<file path="src/rtl/pcie_cfg_sequencer.sv">
// pcie_cfg_sequencer: boot-time configuration sequencer for the PCIE_CORE
// LMMI register port. After start it walks an external (offset, data, mask)
// table and applies each entry as a masked read-modify-write.
// Optional feature macro: PCIE_CFG_VERIFY_EN adds a readback check after
// every write; the failing entry is reported through error/err_index.
module pcie_cfg_sequencer #(
  parameter int OFFSET_W  = 15,
  parameter int DATA_W    = 32,
  parameter int N_ENTRIES = 16,
  parameter int TIMEOUT   = 255,
  localparam int IDX_W    = (N_ENTRIES > 1) ? $clog2(N_ENTRIES) : 1
) (
  input  logic                clk,
  input  logic                rst,
  input  logic                start,
  output logic                busy,
  output logic                done,
  output logic                error,
  output logic [IDX_W-1:0]    err_index,
  output logic [IDX_W-1:0]    tbl_addr,
  input  logic [OFFSET_W-1:0] tbl_offset,
  input  logic [DATA_W-1:0]   tbl_wdata,
  input  logic [DATA_W-1:0]   tbl_mask,
  output logic                lmmi_request,
  output logic                lmmi_wr_rdn,
  output logic [OFFSET_W-1:0] lmmi_offset,
  output logic [DATA_W-1:0]   lmmi_wdata,
  input  logic                lmmi_ready,
  input  logic [DATA_W-1:0]   lmmi_rdata,
  input  logic                lmmi_rdata_valid
);

  localparam logic [IDX_W-1:0] LAST_IDX = IDX_W'(N_ENTRIES - 1);
  localparam logic [15:0]      TMO_MAX  = 16'(TIMEOUT);

  typedef enum logic [3:0] {
    S_IDLE,
    S_FETCH,
    S_DECODE,
    S_RD_REQ,
    S_RD_WAIT,
    S_WR_REQ,
    S_NEXT,
    S_DONE,
`ifdef PCIE_CFG_VERIFY_EN
    S_VFY_REQ,
    S_VFY_WAIT,
`endif
    S_ERR
  } state_t;

  state_t                r_state;
  state_t                w_next;
  logic [15:0]           r_tmo;
  logic [IDX_W-1:0]      r_index;
  logic [IDX_W-1:0]      r_err_index;
  logic                  r_done;
  logic                  r_error;
  logic [OFFSET_W-1:0]   r_offset;
  logic [DATA_W-1:0]     r_wdata;
  logic [DATA_W-1:0]     r_mask;
  logic [DATA_W-1:0]     r_merged;
  logic                  w_tmo;
  logic                  w_req;
  logic                  w_wr;
  logic [DATA_W-1:0]     w_merged;
`ifdef PCIE_CFG_VERIFY_EN
  logic                  w_vfy_bad;
`endif

  // Timeout is reached once the wait counter hits TIMEOUT; at that point the
  // request is withdrawn and any late handshake is ignored.
  assign w_tmo    = (r_tmo == TMO_MAX);
  assign w_merged = (lmmi_rdata & ~r_mask) | (r_wdata & r_mask);
`ifdef PCIE_CFG_VERIFY_EN
  assign w_vfy_bad = |((lmmi_rdata ^ r_merged) & r_mask);
`endif

  assign busy         = (r_state != S_IDLE);
  assign done         = r_done;
  assign error        = r_error;
  assign err_index    = r_err_index;
  assign tbl_addr     = r_index;
  assign lmmi_request = w_req;
  assign lmmi_wr_rdn  = w_wr;
  assign lmmi_offset  = r_offset;
  assign lmmi_wdata   = r_merged;

  // State register; reset aborts any transfer in flight immediately.
  always_ff @(posedge clk or posedge rst) begin
    if (rst) begin
      r_state <= S_IDLE;
    end else begin
      r_state <= w_next;
    end
  end

  // Next-state and LMMI request decode.
  always_comb begin
    w_next = r_state;
    w_req  = 1'b0;
    w_wr   = 1'b0;
    case (r_state)
      S_IDLE: begin
        if (start) begin
          w_next = S_FETCH;
        end
      end
      S_FETCH: begin
        w_next = S_DECODE;
      end
      S_DECODE: begin
        if (tbl_mask == '0) begin
          w_next = S_NEXT;
        end else if (&tbl_mask) begin
          w_next = S_WR_REQ;
        end else begin
          w_next = S_RD_REQ;
        end
      end
      S_RD_REQ: begin
        if (w_tmo) begin
          w_next = S_ERR;
        end else begin
          w_req = 1'b1;
          if (lmmi_ready) begin
            w_next = S_RD_WAIT;
          end
        end
      end
      S_RD_WAIT: begin
        if (w_tmo) begin
          w_next = S_ERR;
        end else if (lmmi_rdata_valid) begin
          w_next = S_WR_REQ;
        end
      end
      S_WR_REQ: begin
        if (w_tmo) begin
          w_next = S_ERR;
        end else begin
          w_req = 1'b1;
          w_wr  = 1'b1;
          if (lmmi_ready) begin
`ifdef PCIE_CFG_VERIFY_EN
            w_next = S_VFY_REQ;
`else
            w_next = S_NEXT;
`endif
          end
        end
      end
`ifdef PCIE_CFG_VERIFY_EN
      S_VFY_REQ: begin
        if (w_tmo) begin
          w_next = S_ERR;
        end else begin
          w_req = 1'b1;
          if (lmmi_ready) begin
            w_next = S_VFY_WAIT;
          end
        end
      end
      S_VFY_WAIT: begin
        if (w_tmo) begin
          w_next = S_ERR;
        end else if (lmmi_rdata_valid) begin
          w_next = w_vfy_bad ? S_ERR : S_NEXT;
        end
      end
`endif
      S_NEXT: begin
        w_next = (r_index == LAST_IDX) ? S_DONE : S_FETCH;
      end
      S_DONE: begin
        w_next = S_IDLE;
      end
      S_ERR: begin
        w_next = S_IDLE;
      end
      default: begin
        w_next = S_IDLE;
      end
    endcase
  end

  // Per-state wait counter: restarts on every state change, saturates at TIMEOUT.
  always_ff @(posedge clk or posedge rst) begin
    if (rst) begin
      r_tmo <= '0;
    end else if (w_next != r_state) begin
      r_tmo <= '0;
    end else if (r_tmo != TMO_MAX) begin
      r_tmo <= r_tmo + 16'd1;
    end
  end

  // Table index and sticky status flags.
  always_ff @(posedge clk or posedge rst) begin
    if (rst) begin
      r_index     <= '0;
      r_err_index <= '0;
      r_done      <= 1'b0;
      r_error     <= 1'b0;
    end else begin
      if (r_state == S_IDLE && start) begin
        r_index     <= '0;
        r_err_index <= '0;
        r_done      <= 1'b0;
        r_error     <= 1'b0;
      end
      if (r_state == S_NEXT && r_index != LAST_IDX) begin
        r_index <= r_index + 1'b1;
      end
      if (w_next == S_DONE) begin
        r_done <= 1'b1;
      end
      if (w_next == S_ERR) begin
        r_error     <= 1'b1;
        r_err_index <= r_index;
      end
    end
  end

  // Entry latch and merged write data; these also hold the request outputs
  // stable while the slave stalls.
  always_ff @(posedge clk or posedge rst) begin
    if (rst) begin
      r_offset <= '0;
      r_wdata  <= '0;
      r_mask   <= '0;
      r_merged <= '0;
    end else begin
      if (r_state == S_DECODE) begin
        r_offset <= tbl_offset;
        r_wdata  <= tbl_wdata;
        r_mask   <= tbl_mask;
        if (&tbl_mask) begin
          r_merged <= tbl_wdata;
        end
      end
      if (r_state == S_RD_WAIT && !w_tmo && lmmi_rdata_valid) begin
        r_merged <= w_merged;
      end
    end
  end

endmodule

</file>
<file path="config.mk">
export PLATFORM = sky130hd
export DESIGN_NAME = pcie_cfg_sequencer
export DESIGN_NICKNAME = d
export VERILOG_FILES = /design/src/rtl/pcie_cfg_sequencer.sv
export SDC_FILE = /design/constraint.sdc
export NUM_CORES = 1
export LEC_CHECK = 0
export CAP_MARGIN = 30
export CORE_MARGIN = 5
export CORE_UTILIZATION = 25
export CTS_CLUSTER_DIAMETER = 30
export DETAILED_ROUTE_END_ITERATION = 8
export MAX_ROUTING_LAYER = met4
export SLEW_MARGIN = 20
export SYNTH_ARGS = -nofsm -noshare
export SYNTH_HDL_FRONTEND = slang
export SYNTH_SLANG_ARGS = --single-unit
</file>
<file path="constraint.sdc">
create_clock -name clk -period 13.15 [get_ports clk]
set_input_delay 3.945 -clock clk [delete_from_list [all_inputs] [get_ports clk]]
set_output_delay 3.945 -clock clk [all_outputs]
set_load 0.05 [all_outputs]
</file>
# [Yosys cells after proc, flatten, opt, wreduce, memory -nomap -nowiden]
# Cells that the tools add are included.
[classes] add_sub_neg=2 eq_ne=13 mux=25 bitwise_logic=4 reduce_logical=17
[ops] cell="32-bit two-way mux" n=3
[ops] cell="32-bit bitwise AND" n=2
[ops] cell="4-bit two-way mux" n=10
[ops] cell="32-bit zero test" n=1
[ops] cell="16-bit two-way mux" n=2
[ops] cell="32-bit NOT" n=1
[ops] cell="32-bit OR" n=1
[ops] cell="32-bit AND reduction" n=1
[ops] cell="4-bit case mux with 7 select lines" n=1
[ops] cell="16-bit by 1-bit adder with 16-bit output (second input constant)" n=1
[ops] cell="16-bit by 8-bit == test with 1-bit output (second input constant)" n=1
[ops] cell="4-bit by 3-bit == test with 1-bit output (second input constant)" n=4
[ops] cell="16-bit by 8-bit inequality test with 1-bit output (second input constant)" n=1
[ops] cell="2-bit nonzero test" n=6
[ops] cell="3-bit two-way mux" n=3
[ops] cell="4-bit by 2-bit == test with 1-bit output (second input constant)" n=2
[ops] cell="4-bit == test (second input constant)" n=2
[ops] cell="1-bit two-way mux" n=6
[ops] cell="4-bit by 1-bit adder with 4-bit output (second input constant)" n=1
[ops] cell="4-bit by 1-bit == test with 1-bit output (second input constant)" n=1
[ops] cell="1-bit logical AND" n=4
[ops] cell="4-bit zero test" n=1
[ops] cell="4-bit inequality test" n=1
[ops] cell="4-bit inequality test (second input constant)" n=1
[ops] cell="other kinds (4)" n=4
[word_totals] regBits=141 inputBits=116 elab_cells=71

# [Depth between registers and ports, before layout]
# Gate-level depths: netlist of the first run.
[depth] ltp_word=6 mapped_depth=10

# [Worst setup path before layout of the first run]
# Ideal clock, no wire load.
[synth_timing] kind="reg2out" startpoint="register r_tmo[10]" endpoint="output lmmi_wr_rdn" arrival_ns=1.788 t_required_ns=9.205 slack_ns=7.417 path_stages_with_launch=6 path_buffers=1 cell_sequence="dfrtp_1 > or4_4 > or4_1 > buf_2 > nand2_1 > nor2_1"
[synth_via] elab_chain_cells=3
[synth_lines] element="start, declared" line="54" source="logic [15:0] r_tmo;"
[synth_lines] element="start signal, assigned" line="194" source="r_tmo <= r_tmo + 16'd1;"
[synth_lines] element="16-bit by 8-bit == test with 1-bit output" line="73" source="assign w_tmo = (r_tmo == TMO_MAX);"
[synth_lines] element="1-bit two-way mux" line="139" source="if (w_tmo) begin"
[synth_lines] element="1-bit two-way mux" line="103" source="case (r_state)"
[synth_lines] element="end, declared" line="25" source="output logic lmmi_wr_rdn,"
# Every way passes these cells.

# [Final worst setup path of the first run]
# Same ends and word-level chain as after synthesis.

==> results of run 1 <==
-- power groups by stage --
stage | combinational [mW] | clock, mW | sequential (mW)
floorplan | 0.410 | 0 | 0.975
global placement | 0.945 | 0 | 0.740
detailed placement | 0.952 | 0 | 0.748
CTS | 0.955 | 0.528 | 0.742
global route | 1.01 | 0.547 | 0.766
finish | 0.943 | 0.509 | 0.738
-- layout make-up --
| cell class | count | area share [%] |
|---|---|---|
| Sequential cell | 141 | 38.1 |
| Multi-Input combinational cell | 414 | 30.8 |
| Timing Repair Buffer | 182 | 19.7 |
| Clock buffer | 20 | 4.82 |
| Tap cell | 335 | 4.52 |
| Clock inverter | 11 | 1.81 |
| Inverter | 3 | 0.176 |
| Antenna cell | 2 | 0.0540 |
-- registers in the layout, indices dropped and copies added, names as in the netlist --
name,flops
r_mask,32
lmmi_wdata,32
err_index,4
error,1
r_tmo,16
r_state,4
lmmi_offset,15
done,1
tbl_addr,4
r_wdata,32
-- cell usage in the layout (no fill, tap or decap), types with 2 or more instances in the layout --
cell and n:
clkdlybuf4s50_1 175, dfrtp_1 141, mux2_2 79, nor2_1 61, nand2_1 51, o21ai_0 45
a21oi_1 35, mux2i_1 33, or4_1 18, clkbuf_16 17, nand4_1 15, nor4_1 13
xnor2_1 10, nand3_1 8, nor3_1 6, buf_4 6, nor2b_1 5, and3_1 5
bufinv_16 4, and2_1 3, xor2_1 3, a21o_1 3, clkinv_2 3, diode_2 2
a31oi_1 2, nand2b_1 2, inv_1 2, or2_2 2, ha_1 2, clkbuf_1 2
clkinvlp_4 2, clkinv_4 2
-- per-stage QoR --
step	setup slack [ns]	cell area (um^2)	power [mW]	hold WS, ns
final	6.30	9260	2.19	0.479
after global placement	6.04	8610	1.69	0.461
after CTS	6.26	9230	2.22	0.483
after floorplan	5.42	6500	1.39	0.480
after detailed placement	6.07	8620	1.70	0.469
after global routing	6.18	9260	2.33	0.508
-- layer usage --
layer  vias to the layer above  wire length, um
met2                       136             8570
met4                         0              322
met5                         -                0
li1                       2444                -
met1                      2451             8210
met3                        18             1070
-- worst reg2reg max path: stages, from the launching register on --
cell      delay (ns)
dfrtp_1         0.41
or4_4           0.56
or4_1           0.66
nand4_4         0.16
buf_4           0.60
a21boi_4        0.81
buf_4           0.45
o21ai_0         0.16
-- final timing paths --
kind                           startpoint               to  slack [ns]  cells past startpoint
max reg2reg                     r_tmo[10]   lmmi_wdata[14]        9.20                      7
min in group asynchronous             rst  lmmi_offset[13]        3.91                      2
max                             r_tmo[10]      lmmi_wr_rdn        6.30                      5
min                        lmmi_wdata[13]   lmmi_wdata[13]        0.48                      2
max in group asynchronous             rst        r_mask[3]        8.22                      3
min reg2reg                lmmi_wdata[13]   lmmi_wdata[13]        0.48                      2
-- cells by family after synthesis --
group	Yosys count	synth area share [%]
AND/OR/NAND/NOR	195	15.0
flip-flops	141	54.3
multiplexers	112	18.8
AO/OA/AOI/OAI	92	7.83
buffers and inverters	32	2.04
XOR/XNOR	13	1.75
adder cells (fa/ha/maj)	2	0.385
==> impl_metrics.tcl, run 1 <==
set metrics [dict create \
    seq_power_share_pct 33.7 \
    grt_pass1_vias 5312 \
    period_needed_ns 6.85 \
    vias_per_cell 4.56 \
    p_sw_share_pct 38.6 \
    p_switching_mw 0.846 \
    finalSetupViolations 0 \
    netlist_area_um2 6500 \
    ys_ff_latch 141 \
    ir_worst_vdd_uv 143 \
    cts_tree "built" \
    hold_viol_final 0 \
    dpl.cell_count 1074 \
    drive_gt1_share_pct 16.2 \
    ys_types 38 \
    fmax_mhz 146 \
    antenna_left 0 \
    min_path_type "reg -> reg" \
    slew_headroom_pct 45.2 \
    fin_crit_sh_pct 52.1 \
    io_pins 176 \
    first_pass_iters 7 \
    design.core.area_um2 25800 \
    cp_num_buf_inv 1 \
    synth_fp_nets 705 \
    ys_seq_area_share_pct 54.3 \
    regArea_um2 3530 \
    cp_slowest_cell "clkdlybuf4s50_1" \
    fin_skew_ns 0.0107 \
    cpPeakStageDelay_ns 0.70 \
    grt_overflow 0 \
    synth-async-reset-ratio_pct 100 \
    path_cells "or4_4 > or4_1 > nand2_1 > nor2_1 > clkdlybuf4s50_1" \
    synth.area.top_cells "dfrtp_1 (54%), mux2_2 (14%), mux2i_1 (5.1%)" \
    die_w_um 171 \
    status "complete, no violations" \
    fillers 2592 \
    final_nets 877 \
    crit_fanout 6 \
    crit_family "simple AND/OR/NAND/NOR gates" \
    initial_utilization_pct 25.2 \
    clkSinkCount 141 \
    grt_max_degree 94 \
    drv_slew 0 \
    top_usage_layer "met2" \
    syn_area_per_cell_um2 11.1 \
    worst-setup-path-type "reg -> out" \
    yosysWarnings 0 \
    multi_input_area_um2 2860 \
    ys.flop_type "dfrtp_1" \
    drc 0 \
    worstSkewPairLatency_ns 0.41 \
    synth_cells 587 \
    htree_levels 4 \
    synthToLayoutAreaGrowth_pct 42.4 \
    root_buffer "clkbuf_16" \
    cts_resized 0 \
    drt_iter0_drc 265 \
    setup-tns-final_ns 0 \
    io_buffers 175 \
    cts_hold_buffers 0 \
    worst_pin_slew_ns 0.821 \
    max-cap-violations 0 \
    yosysMostFrequentCell "dfrtp_1" \
    grtUsageTotal_pct 12.9 \
    crit_arrival_ns 2.91 \
    cp-end-kind "output pin" \
    synth_top_area_share_pct 54.3 \
    gp_congestion 0.814 \
    path_clk_slew_ns 0.06 \
    utilization_pct 35.9 \
    pwr-share-clk_pct 23.2 \
    rows 59 \
    grt_first_pass_wirelength_mm 28.9 \
    cts_buffer_depth 2 \
    rsz0062_at_grt "no" \
    use_met1_pct 16.5 \
    p_int_mw 1.34 \
    die_y_um 171 \
    cts_setup_buffers 0 \
    p_leak_nw 3.80 \
    combPwrFrac_pct 43.1 \
    wirelength_mm 18.2 \
    critPathLaunchType "register" \
    vias 5049 \
    avgRoutedWirePerCell_um 16.4 \
    required_ns 9.20 \
    synth_top_area_cell "dfrtp_1" \
    synth_common_cells "dfrtp_1 (141), mux2_2 (79), nor2_1 (61), nand2_1 (51), o21ai_0 (45)" \
    dieArea_um2 29300 \
    dp_hpwl_mm 12.9 \
    synth_edf_count 0 \
    antenna_found_initial 2 \
    fin_cells 1108 \
    grtUsageMet3_pct 3.86 \
    numCtsBuffers 17 \
    grtUsageMet2_pct 20.0 \
    power-per-cell-area_nw_per_um2 236 \
]
Power figures use the tool's default switching activity.
==> run 2: changes to the inputs <==
==> constraint.sdc (replaced) <==
create_clock -name clk -period 6.4 [get_ports clk]
set_input_delay 1.92 -clock clk [delete_from_list [all_inputs] [get_ports clk]]
set_output_delay 1.92 -clock clk [all_outputs]
set_load 0.05 [all_outputs]
==> run 2 against run 1 <==
Compared with the run above: count of clock-buffer cells in the layout shrank 2; hold slack improved by 0.0018 ns; utilization is 0.15 points lower; first-iteration DRC count down 21%; via count shrank 0.22%; setup slack lost 4.7 ns; highest routed layer unchanged.
==> impl_metrics.tcl, run 2 (same netlist as run 1, synthesis figures left out) <==
set metrics [dict create \
    status "complete, no violations" \
    grt_pass1_vias 5000 \
    final_nets 878 \
    antenna_left 0 \
    setup-tns-final_ns 0 \
    worstSkewPairLatency_ns 0.42 \
    root_buffer "clkbuf_16" \
    numCtsBuffers 17 \
    slew_headroom_pct 44.3 \
    power-per-cell-area_nw_per_um2 483 \
    period_needed_ns 4.83 \
    die_w_um 171 \
    io_pins 176 \
    min_path_type "reg -> reg" \
    hold_viol_final 0 \
    ff2ff_path_depth 7 \
    fmax_mhz 207 \
    worstReg2RegStart "r_tmo[10]" \
    crit_start "r_tmo[10]" \
    io_buffers 175 \
    wirelength_mm 17.9 \
    fin_cells 1108 \
    crit_fanout 6 \
    worst-setup-path-type "reg -> out" \
    fillers 2597 \
    path_clk_slew_ns 0.06 \
    vias 5038 \
    crit_arrival_ns 2.91 \
    multi_input_area_um2 2850 \
    rsz0062_at_grt "no" \
    p_leak_nw 3.79 \
    die_y_um 171 \
    vias_per_cell 4.55 \
    drc 0 \
    rows 59 \
    avgRoutedWirePerCell_um 16.2 \
    finalSetupViolations 0 \
    grtUsageTotal_pct 12.7 \
    timing.rr.end "r_tmo[1]" \
    gp_congestion 0.815 \
    antenna_found_initial 0 \
    grt_overflow 0 \
    required_ns 4.48 \
    htree_levels 4 \
    critPathLaunchType "register" \
    ir_worst_vdd_uv 251 \
    diodes 0 \
    dpl.cell_count 1076 \
    grt_max_degree 88 \
    max-cap-violations 0 \
    cts_hold_buffers 0 \
    synthToLayoutAreaGrowth_pct 41.8 \
    dieArea_um2 29300 \
    regArea_um2 3530 \
    fin_crit_sh_pct 75.5 \
    drive_gt1_share_pct 16.6 \
    grt_first_pass_wirelength_mm 28.2 \
    drv_slew 0 \
    first_pass_iters 4 \
    layout_common_cells "clkdlybuf4s50_1 (175), dfrtp_1 (141), mux2_2 (79)" \
    fin_skew_ns 0.0113 \
    endpoint "lmmi_wr_rdn" \
    cts_setup_buffers 0 \
    drt_iter0_drc 209 \
    cts_buffer_depth 2 \
    ff2ff_setup_slack_ns 2.76 \
    cp-end-kind "output pin" \
    cts_resized 0 \
    design.core.area_um2 25800 \
    worst_pin_slew_ns 0.834 \
    layout_commonest_cell "clkdlybuf4s50_1" \
    clkSinkCount 141 \
    initial_utilization_pct 25.2 \
    dp_hpwl_mm 12.9 \
    cts_tree "built" \
]
## run 2: final cells by class
type	count	area share (%)
Clock buffer	18	4.76
Sequential cell	141	38.2
Multi-Input combinational cell	414	30.9
Tap cell	335	4.54
Timing Repair Buffer	183	19.6
Clock inverter	14	1.71
Inverter	3	0.176
## run 2: worst min-delay path by stage
stage	end	cells after the start	slack, ns	start
after floorplan	r_wdata[0]	1	0.48	r_wdata[0]
final	lmmi_wdata[28]	2	0.48	lmmi_wdata[28]
after global routing	lmmi_wdata[30]	2	0.50	lmmi_wdata[30]
after CTS	lmmi_wdata[28]	2	0.49	lmmi_wdata[28]
after detailed placement	lmmi_wdata[14]	2	0.47	lmmi_wdata[14]
after global placement	lmmi_wdata[22]	2	0.46	lmmi_wdata[22]
## run 2: per-stage QoR
| stage | worst slack [ns] | area [um^2] | hold slack (ns) | utilization (%) | power (mW) |
|---|---|---|---|---|---|
| 4_1_cts | 1.54 | 9230 | 0.486 | 35.7 | 4.53 |
| 3_3_place_gp | 1.34 | 8630 | 0.461 | 33.4 | 3.47 |
| 3_5_place_dp | 1.19 | 8630 | 0.471 | 33.4 | 3.50 |
| 5_1_grt | 1.47 | 9230 | 0.498 | 35.7 | 4.73 |
| 2_1_floorplan | 0.699 | 6500 | 0.480 | - | 2.85 |
| 6_report | 1.57 | 9230 | 0.480 | 35.7 | 4.46 |
## run 2: critical path, stage by stage, from the launching register on
cell and delay [ns]:
dfrtp_1 0.41, or4_4 0.56, or4_1 0.66, nand2_1 0.11
nor2_1 0.04, clkdlybuf4s50_1 0.71
## run 2: metal layers
metal / routed length, um / track usage [%]
met4: 261 / 3.34
met1: 8250 / 16.8
met3: 1210 / 4.27
met2: 8210 / 18.8
met5: 0 / -
## run 2: where the power goes
group | internal [mW] | total (mW) | switching [mW] | leakage [nW]
combinational | 0.832 | 1.94 | 1.10 | 1.75
sequential | 1.27 | 1.52 | 0.245 | 1.75
clock | 0.593 | 1.00 | 0.411 | 0.290
==> run 3: changes to the inputs <==
==> constraint.sdc (replaced) <==
create_clock -name clk -period 4.44 [get_ports clk]
set_input_delay 1.332 -clock clk [delete_from_list [all_inputs] [get_ports clk]]
set_output_delay 1.332 -clock clk [all_outputs]
set_load 0.05 [all_outputs]
==> run 3 against run 2 <==
Compared with the run above: sequential cell count did not move; hold slack improved by 0.00060 ns; non-clock buffer count did not move; wire length rose by 0.57%; global-route usage barely moved; sequential share of layout area barely moved; clock skew rose by 0.0016 ns; register-to-register slack got worse by 2.0 ns; first-iteration DRC count rose by 19%; combinational power rose by 44%; count of clock-buffer cells in the layout rose by 3.
==> impl_metrics.tcl, run 3 (same netlist as run 1, synthesis figures left out) <==
set metrics [dict create \
    vias_per_cell 4.52 \
    crit_fanout 6 \
    worstSkewPairLatency_ns 0.41 \
    cts_resized 0 \
    max-cap-violations 0 \
    regArea_um2 3530 \
    cts_hold_buffers 0 \
    layout_commonest_cell "clkdlybuf4s50_1" \
    period_needed_ns 4.26 \
    drc 0 \
    worstReg2RegStart "r_tmo[10]" \
    cp-end-kind "output pin" \
    multi_input_area_um2 2850 \
    drv_slew 0 \
    hold_viol_final 0 \
    crit_start "r_tmo[10]" \
    design.core.area_um2 25800 \
    grt_max_degree 142 \
    antenna_left 0 \
    status "complete, no violations" \
    htree_levels 4 \
    fin_skew_ns 0.0129 \
    rows 59 \
    clkSinkCount 141 \
    setup_ws_ns 0.181 \
    die_y_um 171 \
    antenna_found_initial 1 \
    min_path_type "reg -> reg" \
    cpPeakStageDelay_ns 0.71 \
    power-per-cell-area_nw_per_um2 692 \
    synthToLayoutAreaGrowth_pct 41.8 \
    die_w_um 171 \
    worst-setup-path-type "reg -> out" \
    p_leak_nw 3.78 \
    rsz0062_at_grt "no" \
    fillers 2589 \
    path_clk_slew_ns 0.06 \
    first_pass_iters 5 \
    fin_crit_sh_pct 95.9 \
    setup-tns-final_ns 0 \
    gp_congestion 0.813 \
    cp_slowest_cell "clkdlybuf4s50_1" \
    min_from "lmmi_wdata[13]" \
    dpl_worst_slack_ns 0.327 \
    dp_hpwl_mm 12.7 \
    finalSetupViolations 0 \
    io_pins 176 \
    crit_arrival_ns 2.93 \
    critPathLaunchType "register" \
    final_area_um2 9220 \
    grt_overflow 0 \
    placed_cell_area_um2 8640 \
    numCtsBuffers 17 \
    worst_pin_slew_ns 0.893 \
    final_nets 878 \
    avgRoutedWirePerCell_um 16.3 \
    wirelength_mm 18.0 \
    required_ns 3.11 \
    cts_tree "built" \
    cts_buffer_depth 2 \
    ir_worst_vdd_uv 339 \
    cts_setup_buffers 0 \
    grtUsageTotal_pct 12.8 \
    dieArea_um2 29300 \
    root_buffer "clkbuf_16" \
    io_buffers 175 \
    layout_common_cells "clkdlybuf4s50_1 (175), dfrtp_1 (141), mux2_2 (79)" \
    fmax_mhz 235 \
    utilization_pct 35.7 \
    slew_headroom_pct 40.3 \
    path_cells "or4_4 > or4_1 > nand2_1 > nor2_1 > clkdlybuf4s50_1" \
    grt_pass1_vias 5123 \
    drt_iter0_drc 249 \
    initial_utilization_pct 25.2 \
    grt_first_pass_wirelength_mm 28.3 \
    vias 5009 \
    drive_gt1_share_pct 16.2 \
]
[run 3: worst paths after layout]
kind	end	slack (ns)	cells past startpoint
worst min-delay path	lmmi_wdata[13]	0.48	2
min in group asynchronous	lmmi_offset[3]	1.46	3
worst max-delay path	lmmi_wr_rdn	0.18	5
worst max register to register	r_tmo[6]	0.80	7
max in group asynchronous	r_state[2]	2.36	3
worst min register to register	lmmi_wdata[13]	0.48	2
[run 3: through the flow]
step | cells | power (mW) | hold WS, ns
after floorplan | 587 | 4.10 | 0.480
after global placement | 1076 | 4.99 | 0.464
after detailed placement | 1076 | 5.02 | 0.472
after CTS | 1107 | 6.47 | 0.485
after global routing | 1108 | 6.77 | 0.509
final | 1109 | 6.38 | 0.481
[run 3: where the power goes]
part           total (mW)  internal [mW]  switching [mW]  leakage [nW]
Clock                1.42          0.854           0.561         0.279
Combinational        2.79           1.20            1.59          1.75
Sequential           2.18           1.83           0.344          1.75
Total                6.38           3.89            2.49          3.78
[run 3: routing by layer]
metal | GRT usage [%] | vias up | wire length [um]
met5 | - | - | 0
li1 | - | 2456 | -
met4 | 3.44 | 0 | 316
met3 | 4.46 | 19 | 1170
met1 | 16.6 | 2409 | 8300
met2 | 19.0 | 125 | 8250
[run 3: critical path, delay by kind of cell (launching register included)]
kind                   cells  cell delay [ns]
AND/OR/NAND/NOR            4             1.40
flip-flops                 1             0.41
buffers and inverters      1             0.71
[run 3: area by class of cell]
type | instances | share of cell area, %
multi-input combinational | 414 | 30.9
clock buffer | 21 | 4.99
inverter | 3 | 0.163
timing repair buffer | 183 | 19.8
clock inverter | 10 | 1.26
sequential | 141 | 38.3
tap | 335 | 4.55
antenna | 2 | 0.0543
